`config.mk`:
```
export PLATFORM = sky130hd
export DESIGN_NAME = hazard_ctrl_unit
export DESIGN_NICKNAME = d
export VERILOG_FILES = /design/src/rtl/hazard_pkg.sv /design/src/rtl/hazard_fwd_sel.sv /design/src/rtl/hazard_ctrl_unit.sv
export SDC_FILE = /design/constraint.sdc
export NUM_CORES = 1
export LEC_CHECK = 0
export CAP_MARGIN = 0
export CELL_PAD_IN_SITES_DETAIL_PLACEMENT = 1
export CELL_PAD_IN_SITES_GLOBAL_PLACEMENT = 1
export CORE_MARGIN = 2
export CORE_UTILIZATION = 34
export CTS_BUF_LIST = sky130_fd_sc_hd__clkbuf_4
export CTS_CLUSTER_DIAMETER = 60
export DETAILED_ROUTE_END_ITERATION = 16
export PLACE_DENSITY = 0.9
export SYNTH_ARGS = -nofsm -noshare
export SYNTH_HDL_FRONTEND = slang
export SYNTH_SLANG_ARGS = --single-unit
```
`constraint.sdc`:
```
create_clock -name clk -period 2.75 [get_ports clk]
set_input_delay 0.6875 -clock clk [delete_from_list [all_inputs] [get_ports clk]]
set_output_delay 0.6875 -clock clk [all_outputs]
set_load 0.01 [all_outputs]
```
`src/rtl/hazard_pkg.sv`:
```
// hazard_pkg: shared encodings for the pipeline hazard/forwarding controller.
package hazard_pkg;
  typedef enum logic [1:0] {OP_NONE = 2'b00, OP_ALU = 2'b01, OP_LOAD = 2'b10, OP_BR = 2'b11} op_t;
  typedef enum logic [1:0] {FW_RF = 2'b00, FW_EXE = 2'b01, FW_MEM = 2'b10, FW_LD = 2'b11} fw_t;
  typedef enum logic [1:0] {RUN, LD_STALL, MC_BUSY} state_t;
endpackage

```
`src/rtl/hazard_fwd_sel.sv`:
```
// hazard_fwd_sel: operand source select for one ID operand, youngest producer first.
module hazard_fwd_sel
  import hazard_pkg::*;
#(
  parameter int REG_AW = 5
) (
  input  logic [REG_AW-1:0] rs,
  input  logic              used,
  input  logic [REG_AW-1:0] rd_exe,
  input  logic [1:0]        op_exe,
  input  logic [REG_AW-1:0] rd_mem,
  input  logic [1:0]        op_mem,
  output logic [1:0]        sel,
  output logic              ld_hit
);
  logic live, hit_exe, hit_mem;
  assign live    = used && rs != '0;
  assign hit_exe = live && rs == rd_exe;
  assign hit_mem = live && rs == rd_mem;
  assign ld_hit  = hit_exe && op_exe == OP_LOAD;
  assign sel = (hit_exe && op_exe == OP_ALU)  ? FW_EXE :
               (hit_mem && op_mem == OP_ALU)  ? FW_MEM :
               (hit_mem && op_mem == OP_LOAD) ? FW_LD  : FW_RF;
endmodule

```
`src/rtl/hazard_ctrl_unit.sv`:
```
// hazard_ctrl_unit: forwarding selects, load-use/mul-div stall engine, mispredict flush and
// saturating stall/flush counters for the 5-stage pipeline.
module hazard_ctrl_unit
  import hazard_pkg::*;
#(
  parameter int REG_AW       = 5,
  parameter int LD_STALL_CYC = 1,
  parameter int MC_LAT       = 4,
  parameter int CNT_W        = 16
) (
  input  logic              clk,
  input  logic              rst_n,
  input  logic [REG_AW-1:0] rs1_ID,
  input  logic [REG_AW-1:0] rs2_ID,
  input  logic              rs1use_ID,
  input  logic              rs2use_ID,
  input  logic [1:0]        optype_ID,
  input  logic              mc_start_ID,
  input  logic [REG_AW-1:0] rd_EXE,
  input  logic [REG_AW-1:0] rd_MEM,
  input  logic [1:0]        optype_EXE,
  input  logic [1:0]        optype_MEM,
  input  logic [REG_AW-1:0] rs2_EXE,
  input  logic              store_EXE,
  input  logic              mispredict_EXE,
  output logic              PC_EN_IF,
  output logic              reg_FD_EN,
  output logic              reg_FD_flush,
  output logic              reg_DE_EN,
  output logic              reg_DE_flush,
  output logic              reg_EM_EN,
  output logic              reg_EM_flush,
  output logic              reg_MW_EN,
  output logic [1:0]        forward_ctrl_A,
  output logic [1:0]        forward_ctrl_B,
  output logic              forward_ctrl_ls,
  output logic              busy,
  output logic [CNT_W-1:0]  stall_cnt,
  output logic [CNT_W-1:0]  flush_cnt
);
  state_t     state, state_nx;
  logic [3:0] cnt, cnt_nx;
  logic [1:0] sel_a, sel_b;
  logic       ld_a, ld_b, ld_haz, flush, unused_optype;
  hazard_fwd_sel #(.REG_AW(REG_AW)) u_fwd_a (
    .rs(rs1_ID), .used(rs1use_ID), .rd_exe(rd_EXE), .op_exe(optype_EXE),
    .rd_mem(rd_MEM), .op_mem(optype_MEM), .sel(sel_a), .ld_hit(ld_a)
  );
  hazard_fwd_sel #(.REG_AW(REG_AW)) u_fwd_b (
    .rs(rs2_ID), .used(rs2use_ID), .rd_exe(rd_EXE), .op_exe(optype_EXE),
    .rd_mem(rd_MEM), .op_mem(optype_MEM), .sel(sel_b), .ld_hit(ld_b)
  );
  // operand usage arrives pre-decoded in rs*use_ID, so the ID optype carries no extra hazard info
  assign unused_optype   = ^optype_ID;
  assign forward_ctrl_A  = rst_n ? sel_a : FW_RF;
  assign forward_ctrl_B  = rst_n ? sel_b : FW_RF;
  assign forward_ctrl_ls = store_EXE && rs2_EXE != '0 && rs2_EXE == rd_MEM && optype_MEM == OP_LOAD;
  assign ld_haz = rst_n && (ld_a || ld_b);
  // a mispredict seen during mul/div belongs to a younger branch still queued behind it
  assign flush = rst_n && mispredict_EXE && state != MC_BUSY;
  assign busy  = state != RUN;
  always_comb begin
    state_nx     = state;
    cnt_nx       = cnt;
    PC_EN_IF     = 1'b1;
    reg_FD_EN    = 1'b1;
    reg_FD_flush = 1'b0;
    reg_DE_EN    = 1'b1;
    reg_DE_flush = 1'b0;
    reg_EM_EN    = 1'b1;
    reg_EM_flush = 1'b0;
    reg_MW_EN    = 1'b1;
    if (flush) begin
      state_nx     = RUN;
      cnt_nx       = '0;
      reg_FD_flush = 1'b1;
      reg_DE_flush = 1'b1;
    end else begin
      case (state)
        RUN: begin
          if (ld_haz) begin
            PC_EN_IF     = 1'b0;
            reg_FD_EN    = 1'b0;
            reg_DE_flush = 1'b1;
            // the detecting cycle is the first bubble; the state covers the rest
            if (LD_STALL_CYC > 1) begin
              state_nx = LD_STALL;
              cnt_nx   = 4'(LD_STALL_CYC - 2);
            end
          end else if (mc_start_ID) begin
            state_nx = MC_BUSY;
            cnt_nx   = 4'(MC_LAT - 1);
          end
        end
        LD_STALL: begin
          PC_EN_IF     = 1'b0;
          reg_FD_EN    = 1'b0;
          reg_DE_flush = 1'b1;
          if (cnt == '0) state_nx = RUN;
          else cnt_nx = cnt - 4'd1;
        end
        MC_BUSY: begin
          PC_EN_IF     = 1'b0;
          reg_FD_EN    = 1'b0;
          reg_DE_EN    = 1'b0;
          reg_EM_flush = 1'b1;
          if (cnt == '0) state_nx = RUN;
          else cnt_nx = cnt - 4'd1;
        end
        default: state_nx = RUN;
      endcase
    end
  end
  always_ff @(posedge clk or negedge rst_n) begin
    if (!rst_n) begin
      state     <= RUN;
      cnt       <= '0;
      stall_cnt <= '0;
      flush_cnt <= '0;
    end else begin
      state <= state_nx;
      cnt   <= cnt_nx;
      if (!PC_EN_IF && stall_cnt != '1) stall_cnt <= stall_cnt + 1'b1;
      if (flush && flush_cnt != '1) flush_cnt <= flush_cnt + 1'b1;
    end
  end
endmodule

```
== After elaboration in Yosys (flattened, before gate mapping) ==
Cells that the tools add are included.

* Register bits: 38
* Input port bits: 38
* Output and inout port bits: 46
* Logic and storage cells: 88

* Add/sub/neg operators: 3
* Equality and inequality tests: 18
* Muxes and demuxes: 29
* Reduce and logical (&&, ||, !) cells: 34

{| class="wikitable"
|+ Operators by type and width
! cell !! number
|-
| adder 16 x 1 -> 16 bit, second input constant || 2
|-
| inequality test 16 bit, second input constant || 2
|-
| == test 5 bit || 5
|-
| 2-to-1 mux 2 bit || 12
|-
| logical AND 1 bit || 22
|-
| 2-to-1 mux 4 bit || 4
|-
| nonzero test 5 bit || 3
|-
| 2-to-1 mux 1 bit || 9
|-
| inequality test 3 bit, second input constant || 3
|-
| one-hot mux 4 bit (2 select lines) || 1
|-
| == test 2 x 1 -> 1 bit, second input constant || 3
|-
| == test 2 bit, second input constant || 3
|-
| zero test 4 bit || 1
|-
| one-hot mux 1 bit (2 select lines) || 2
|-
| one-hot mux 2 bit (2 select lines) || 1
|-
| AND reduction 4 bit || 1
|-
| subtractor 4 x 1 -> 4 bit, second input constant || 1
|-
| inequality test 3 x 1 -> 1 bit, second input constant || 1
|-
| AND reduction 3 bit || 1
|-
| nonzero test 3 bit || 1
|-
| zero test 2 bit || 1
|-
| inequality test 2 bit, second input constant || 1
|-
| nonzero test 2 bit || 1
|-
| OR reduction 2 bit || 1
|-
| 2 further kinds || 2
|}

== Depth between registers and ports, before layout ==
* Word-level depth: 11
* Mapped depth: 9
* Gate-level depth less buffers: 7

== Hierarchy ==
Synthesis repeated with hierarchy kept, for this count alone.

* Cell total of the unflattened synthesis: 245
* Area total of the unflattened synthesis: 2401.1 um^2

{| class="wikitable"
|+ By module, submodules not included
! module !! instances !! cells an instance !! area each (um^2) !! seq. area each (um^2)
|-
| hazard_ctrl_unit || 1 || 195 || 2035.7 || 925.9
|-
| hazard_fwd_sel || 2 || 25 || 182.7 || 0.0
|}

== Worst setup path after synthesis ==
OpenSTA, ideal clock, no wires.

* Path kind: input-to-output
* Start: input rs2_ID[0]
* End: output forward_ctrl_B[1]
* Data arrival time: 1948 ps
* Data required time: 2062 ps
* Slack: 115 ps
* Stages: 5
* Buffers on the path: 0
* Cell sequence: or4_1 -> o21ai_2 -> nor4_2 -> and3b_1 -> nor3_1

* Longest elaborated chain between the ends: 8
* Elaborated cells on any way between the ends: 13
* Those cells by class: eq/ne: 2; mux: 4; reduce/logical: 7

{| class="wikitable"
|+ RTL lines
! item !! line !! source
|-
| start: declaration || hazard_ctrl_unit.sv:14 || <nowiki>input logic [REG_AW-1:0] rs2_ID,</nowiki>
|-
| nonzero test 5 bit || hazard_fwd_sel.sv:17 || <nowiki>assign live = used && rs != '0;</nowiki>
|-
| logical AND 1 bit || hazard_fwd_sel.sv:17 ||
|-
| logical AND 1 bit || hazard_fwd_sel.sv:19 || <nowiki>assign hit_mem = live && rs == rd_mem;</nowiki>
|-
| logical AND 1 bit || hazard_fwd_sel.sv:23 || <nowiki>(hit_mem && op_mem == OP_LOAD) ? FW_LD : FW_RF;</nowiki>
|-
| 2-to-1 mux 2 bit || hazard_fwd_sel.sv:23 ||
|-
| 2-to-1 mux 2 bit || hazard_fwd_sel.sv:22 || <nowiki>(hit_mem && op_mem == OP_ALU) ? FW_MEM :</nowiki>
|-
| 2-to-1 mux 2 bit (*) || hazard_fwd_sel.sv:21 || <nowiki>assign sel = (hit_exe && op_exe == OP_ALU) ? FW_EXE :</nowiki>
|-
| 2-to-1 mux 2 bit (*) || hazard_ctrl_unit.sv:56 || <nowiki>assign forward_ctrl_B = rst_n ? sel_b : FW_RF;</nowiki>
|-
| end: declaration || hazard_ctrl_unit.sv:35 || <nowiki>output logic [1:0] forward_ctrl_B,</nowiki>
|}

Mark *: on every way between the ends. The rest lies on a longest branch, timed or not.

== Final worst setup path ==
* Start: input rs2_ID[3]
* End: output reg_DE_flush

* Longest elaborated chain between the ends: 9
* Elaborated cells on any way between the ends: 10
* Those cells by class: eq/ne: 1; mux: 3; reduce/logical: 6

{| class="wikitable"
|+ RTL lines
! item !! line !! source
|-
| nonzero test 5 bit || hazard_fwd_sel.sv:17 ||
|-
| logical AND 1 bit || hazard_fwd_sel.sv:17 ||
|-
| logical AND 1 bit (*) || hazard_fwd_sel.sv:18 || <nowiki>assign hit_exe = live && rs == rd_exe;</nowiki>
|-
| logical AND 1 bit (*) || hazard_fwd_sel.sv:20 || <nowiki>assign ld_hit = hit_exe && op_exe == OP_LOAD;</nowiki>
|-
| logical OR 1 bit (*) || hazard_ctrl_unit.sv:58 || <nowiki>assign ld_haz = rst_n && (ld_a || ld_b);</nowiki>
|-
| logical AND 1 bit (*) || hazard_ctrl_unit.sv:58 ||
|-
| 2-to-1 mux 1 bit (*) || hazard_ctrl_unit.sv:81 || <nowiki>if (ld_haz) begin</nowiki>
|-
| one-hot mux 1 bit (2 select lines) (*) || hazard_ctrl_unit.sv:79 || <nowiki>case (state)</nowiki>
|-
| 2-to-1 mux 1 bit (*) || hazard_ctrl_unit.sv:73 || <nowiki>if (flush) begin</nowiki>
|-
| end: declaration || hazard_ctrl_unit.sv:30 || <nowiki>output logic reg_DE_flush,</nowiki>
|}

Marks and branches as above.

==> impl_results.md <==
- Status: complete, but fails checks
- Failing checks: setup timing
- Vias per cell: 5.18
- Commonest cells post-synth: dfrtp_1 (37), xor2_1 (28), xnor2_1 (26)
- Core area: 0.00639 mm2
- Final WL: 7.17 mm
- Critical path depth: 9
- Post-Route Utilization: 55.7%
- Crit Path Class: in -> out
- Power Dens Cells: 606 mW/mm2
- Post-synth EDFFs: 0
- Slowest stage delay, CP: 0.53 ns
- Worst flop-to-flop path endpoint: stall_cnt[1]$_DFFE_PN0P_
- Worst skew pair latency: 0.32 ns
- Main flop type after synthesis: dfrtp_1
- CTS root buf: clkbuf_4
- Top post-synthesis cells by area: dfrtp_1 (41%), xor2_1 (11%), xnor2_1 (10%), nand2_1 (3.7%), nand3_1 (3.6%)
- DR iter-0 viols: 49
- DR pass1 iterations: 4
- Syn Inst Count: 238
- Critical path endpoint category: primary output
- Reg2Reg Depth: 7
- Syn avg cell area: 9.47 um2
- Layout cells sized above 1: 26.3%
- Flop-to-flop setup slack: 0.59 ns
- Worst min path class: in -> async
- Final estimated routing congestion in global placement: 0.810
- Final Non-Filler Cells: 435
- Syn. warnings: 0
- Worst r2r src: stall_cnt[0]$_DFFE_PN0P_
- Final total power: 2.15 mW
- Routed vias: 2255
- Post-DRT Antenna Nets: 0
- Max-cap violations: 0
- Worst slew margin: 66.1%
- Hold WS: 0.352 ns
- Hold buffers post-CTS: 0
- FMAX: 345 MHz
- Flops & latches, synth: 37
- Worst slew pin tran: 0.502 ns
- Top cell type's share of synthesized area: 41.1%
- Crit-path cells: buf_6 > or4_4 > o21ai_4 > buf_12 > nor4_4 > buf_4 > o21ai_4 > a21oi_1 > buf_2
- Post-DP HPWL: 5.28 mm
- Worst path most repeated cell: o21ai_4
- Top-count cell post-synth: dfrtp_1
- Number of port buffers: 79
- Wire per inst: 16.5 um
- Worst endpoint required time: 2.06 ns
- Pin count of the biggest net entering global routing: 33
- Synth-to-Final Area Change: 57.7%
- Storage element area: 926 um2
- Asr flop ratio synth: 100%
- Area post-placement: 0.00329 mm2
- Max Slew Vio Count: 0
- Placed Cells incl. Taps: 412
- Clk sink count: 37
- First-pass GRT wire length: 11.7 mm
- Leakage: 1.61 nW
- Clk buf depth: 2
- # IOs: 84
- TritonCTS clock tree: yes
- Antenna violations before repair: 0
- Origin of the worst setup path: rs2_ID[3]
- Multi-input gate area: 0.00138 mm2
- Die ar.: 0.00730 mm2
- RSZ-0062 raised after global routing: true
- Crit share post-route: 105%
- Fin. Hold Viols: 0
- Synth cell types: 42
- Crit path DAT: 2.21 ns
- Buf+Inv Stages, Crit Path: 4
- # nets final: 399
- Delay-heaviest family, CP: simple AND/OR/NAND/NOR gates
- Slowest stage cell, crit path: or4_4
- Number of global-route vias before repair: 2456
- VDD IR-drop max: 0.311 mV
- CTS buffer count: 5
- Global route overflow: 0
- Sequential fraction of the synthesis area: 41.1%
- Final Skew: 0.00667 ns
- Filler cell count: 732
- Clk slew on worst S/H paths: 0.11 ns
- Final setup viols: 6
- Residual DRC count: 0
- Num rows: 29
- CP Launch Type: primary input
- Critical Path Sink: reg_DE_flush
- Initial Utilization: 35.3%
- Cell area after synthesis: 0.00225 mm2
- ANT cells: 0
- Finished Cell Area: 0.00355 mm2
- Die span in x: 85.4 um
- Tot GR Track Use: 19.7%
- Crit path time final: 2.89 ns
- H-tree depth: 2
- Final WS setup: -0.145 ns
- Worst-path maximum fanout: 3
- Top cell type by total area after synthesis: dfrtp_1
- Die H: 85.4 um
==> report_power, final <==
part | total (mW) | switching, mW | internal, mW | leakage (nW)
clock | 0.300 | 0.168 | 0.132 | 0.0368
combinational | 1.04 | 0.474 | 0.565 | 1.09
sequential | 0.815 | 0.152 | 0.664 | 0.478
==> layout make-up <==
cell class / instances / area share, %
Clock buffer: 8 / 1.69
Sequential cell: 37 / 26.0
Timing Repair Buffer: 119 / 30.0
Tap cell: 77 / 2.71
Multi-Input combinational cell: 188 / 38.9
Inverter: 6 / 0.634
==> worst min path at each step <==
stage | startpoint | to | depth (start not counted)
2_1_floorplan | rst_n | cnt[0]$_DFFE_PN0P_ | 0
3_3_place_gp | flush_cnt[10]$_DFFE_PN0P_ | flush_cnt[10]$_DFFE_PN0P_ | 1
3_5_place_dp | stall_cnt[8]$_DFFE_PN0P_ | stall_cnt[8]$_DFFE_PN0P_ | 1
4_1_cts | rst_n | state[1]$_DFFE_PN0P_ | 2
5_1_grt | rst_n | cnt[0]$_DFFE_PN0P_ | 2
6_report | rst_n | state[1]$_DFFE_PN0P_ | 2
==> what timing repair did <==
| action | 4_1_cts | 5_1_grt |
|---|---|---|
| pin swaps | 25 | 17 |
| setup buffers | 15 | 2 |
| endpoints found under the setup margin | 8 | 14 |
| gates resized for setup | 112 | 18 |
==> registers in the layout (all words and copies together) (netlist names) <==
register	cells
stall_cnt	16
cnt	4
flush_cnt	16
state	1
==> cells by family (layout without fill, tap and decap cells) <==
| group | after synthesis | count (layout) | synth area share (%) |
|---|---|---|---|
| simple gates | 104 | 104 | 23.7 |
| xor+xnor | 54 | 54 | 21.0 |
| flops | 37 | 37 | 41.1 |
| compound gates | 20 | 20 | 6.71 |
| buf+inv | 14 | 133 | 3.22 |
| fa+ha+maj | 4 | 4 | 2.22 |
| mux | 4 | 4 | 1.94 |
| other cells | 1 | 2 | 0.166 |
==> routing by layer <==
layer / vias up / share of wire [%] / track usage, %
met5: - / 0 / 0
met4: 0 / 1.6 / 5.19
met3: 12 / 6.3 / 5.06
met2: 86 / 54 / 36.2
met1: 1095 / 38 / 22.6
li1: 1062 / - / -
==> cell usage in the layout, fill, tap and decap left out, types with 9 or more instances in the layout <==
master,count
buf_2,13
buf_4,34
buf_6,9
clkdlybuf4s50_1,47
dfrtp_1,37
nand2_1,21
nand3_1,15
nand4_1,9
nor2_1,18
nor3_1,14
xnor2_1,23
xor2_1,28
==> per-stage QoR <==
step,TNS (ns),setup slack (ns)
3_3_place_gp,-6.14,-0.788
5_1_grt,-1.04,-0.190
2_1_floorplan,0,0.115
3_5_place_dp,-7.88,-0.847
6_report,-0.623,-0.145
4_1_cts,-0.673,-0.156
==> worst register-to-register path: stages (launching register included) <==
cell     delay (ns)
dfrtp_1        0.43
ha_1           0.22
nand3_1        0.09
or2_2          0.35
o32a_1         0.38
o31ai_4        0.08
buf_12         0.18
mux2_1         0.32
Power figures use the tool's default switching activity.
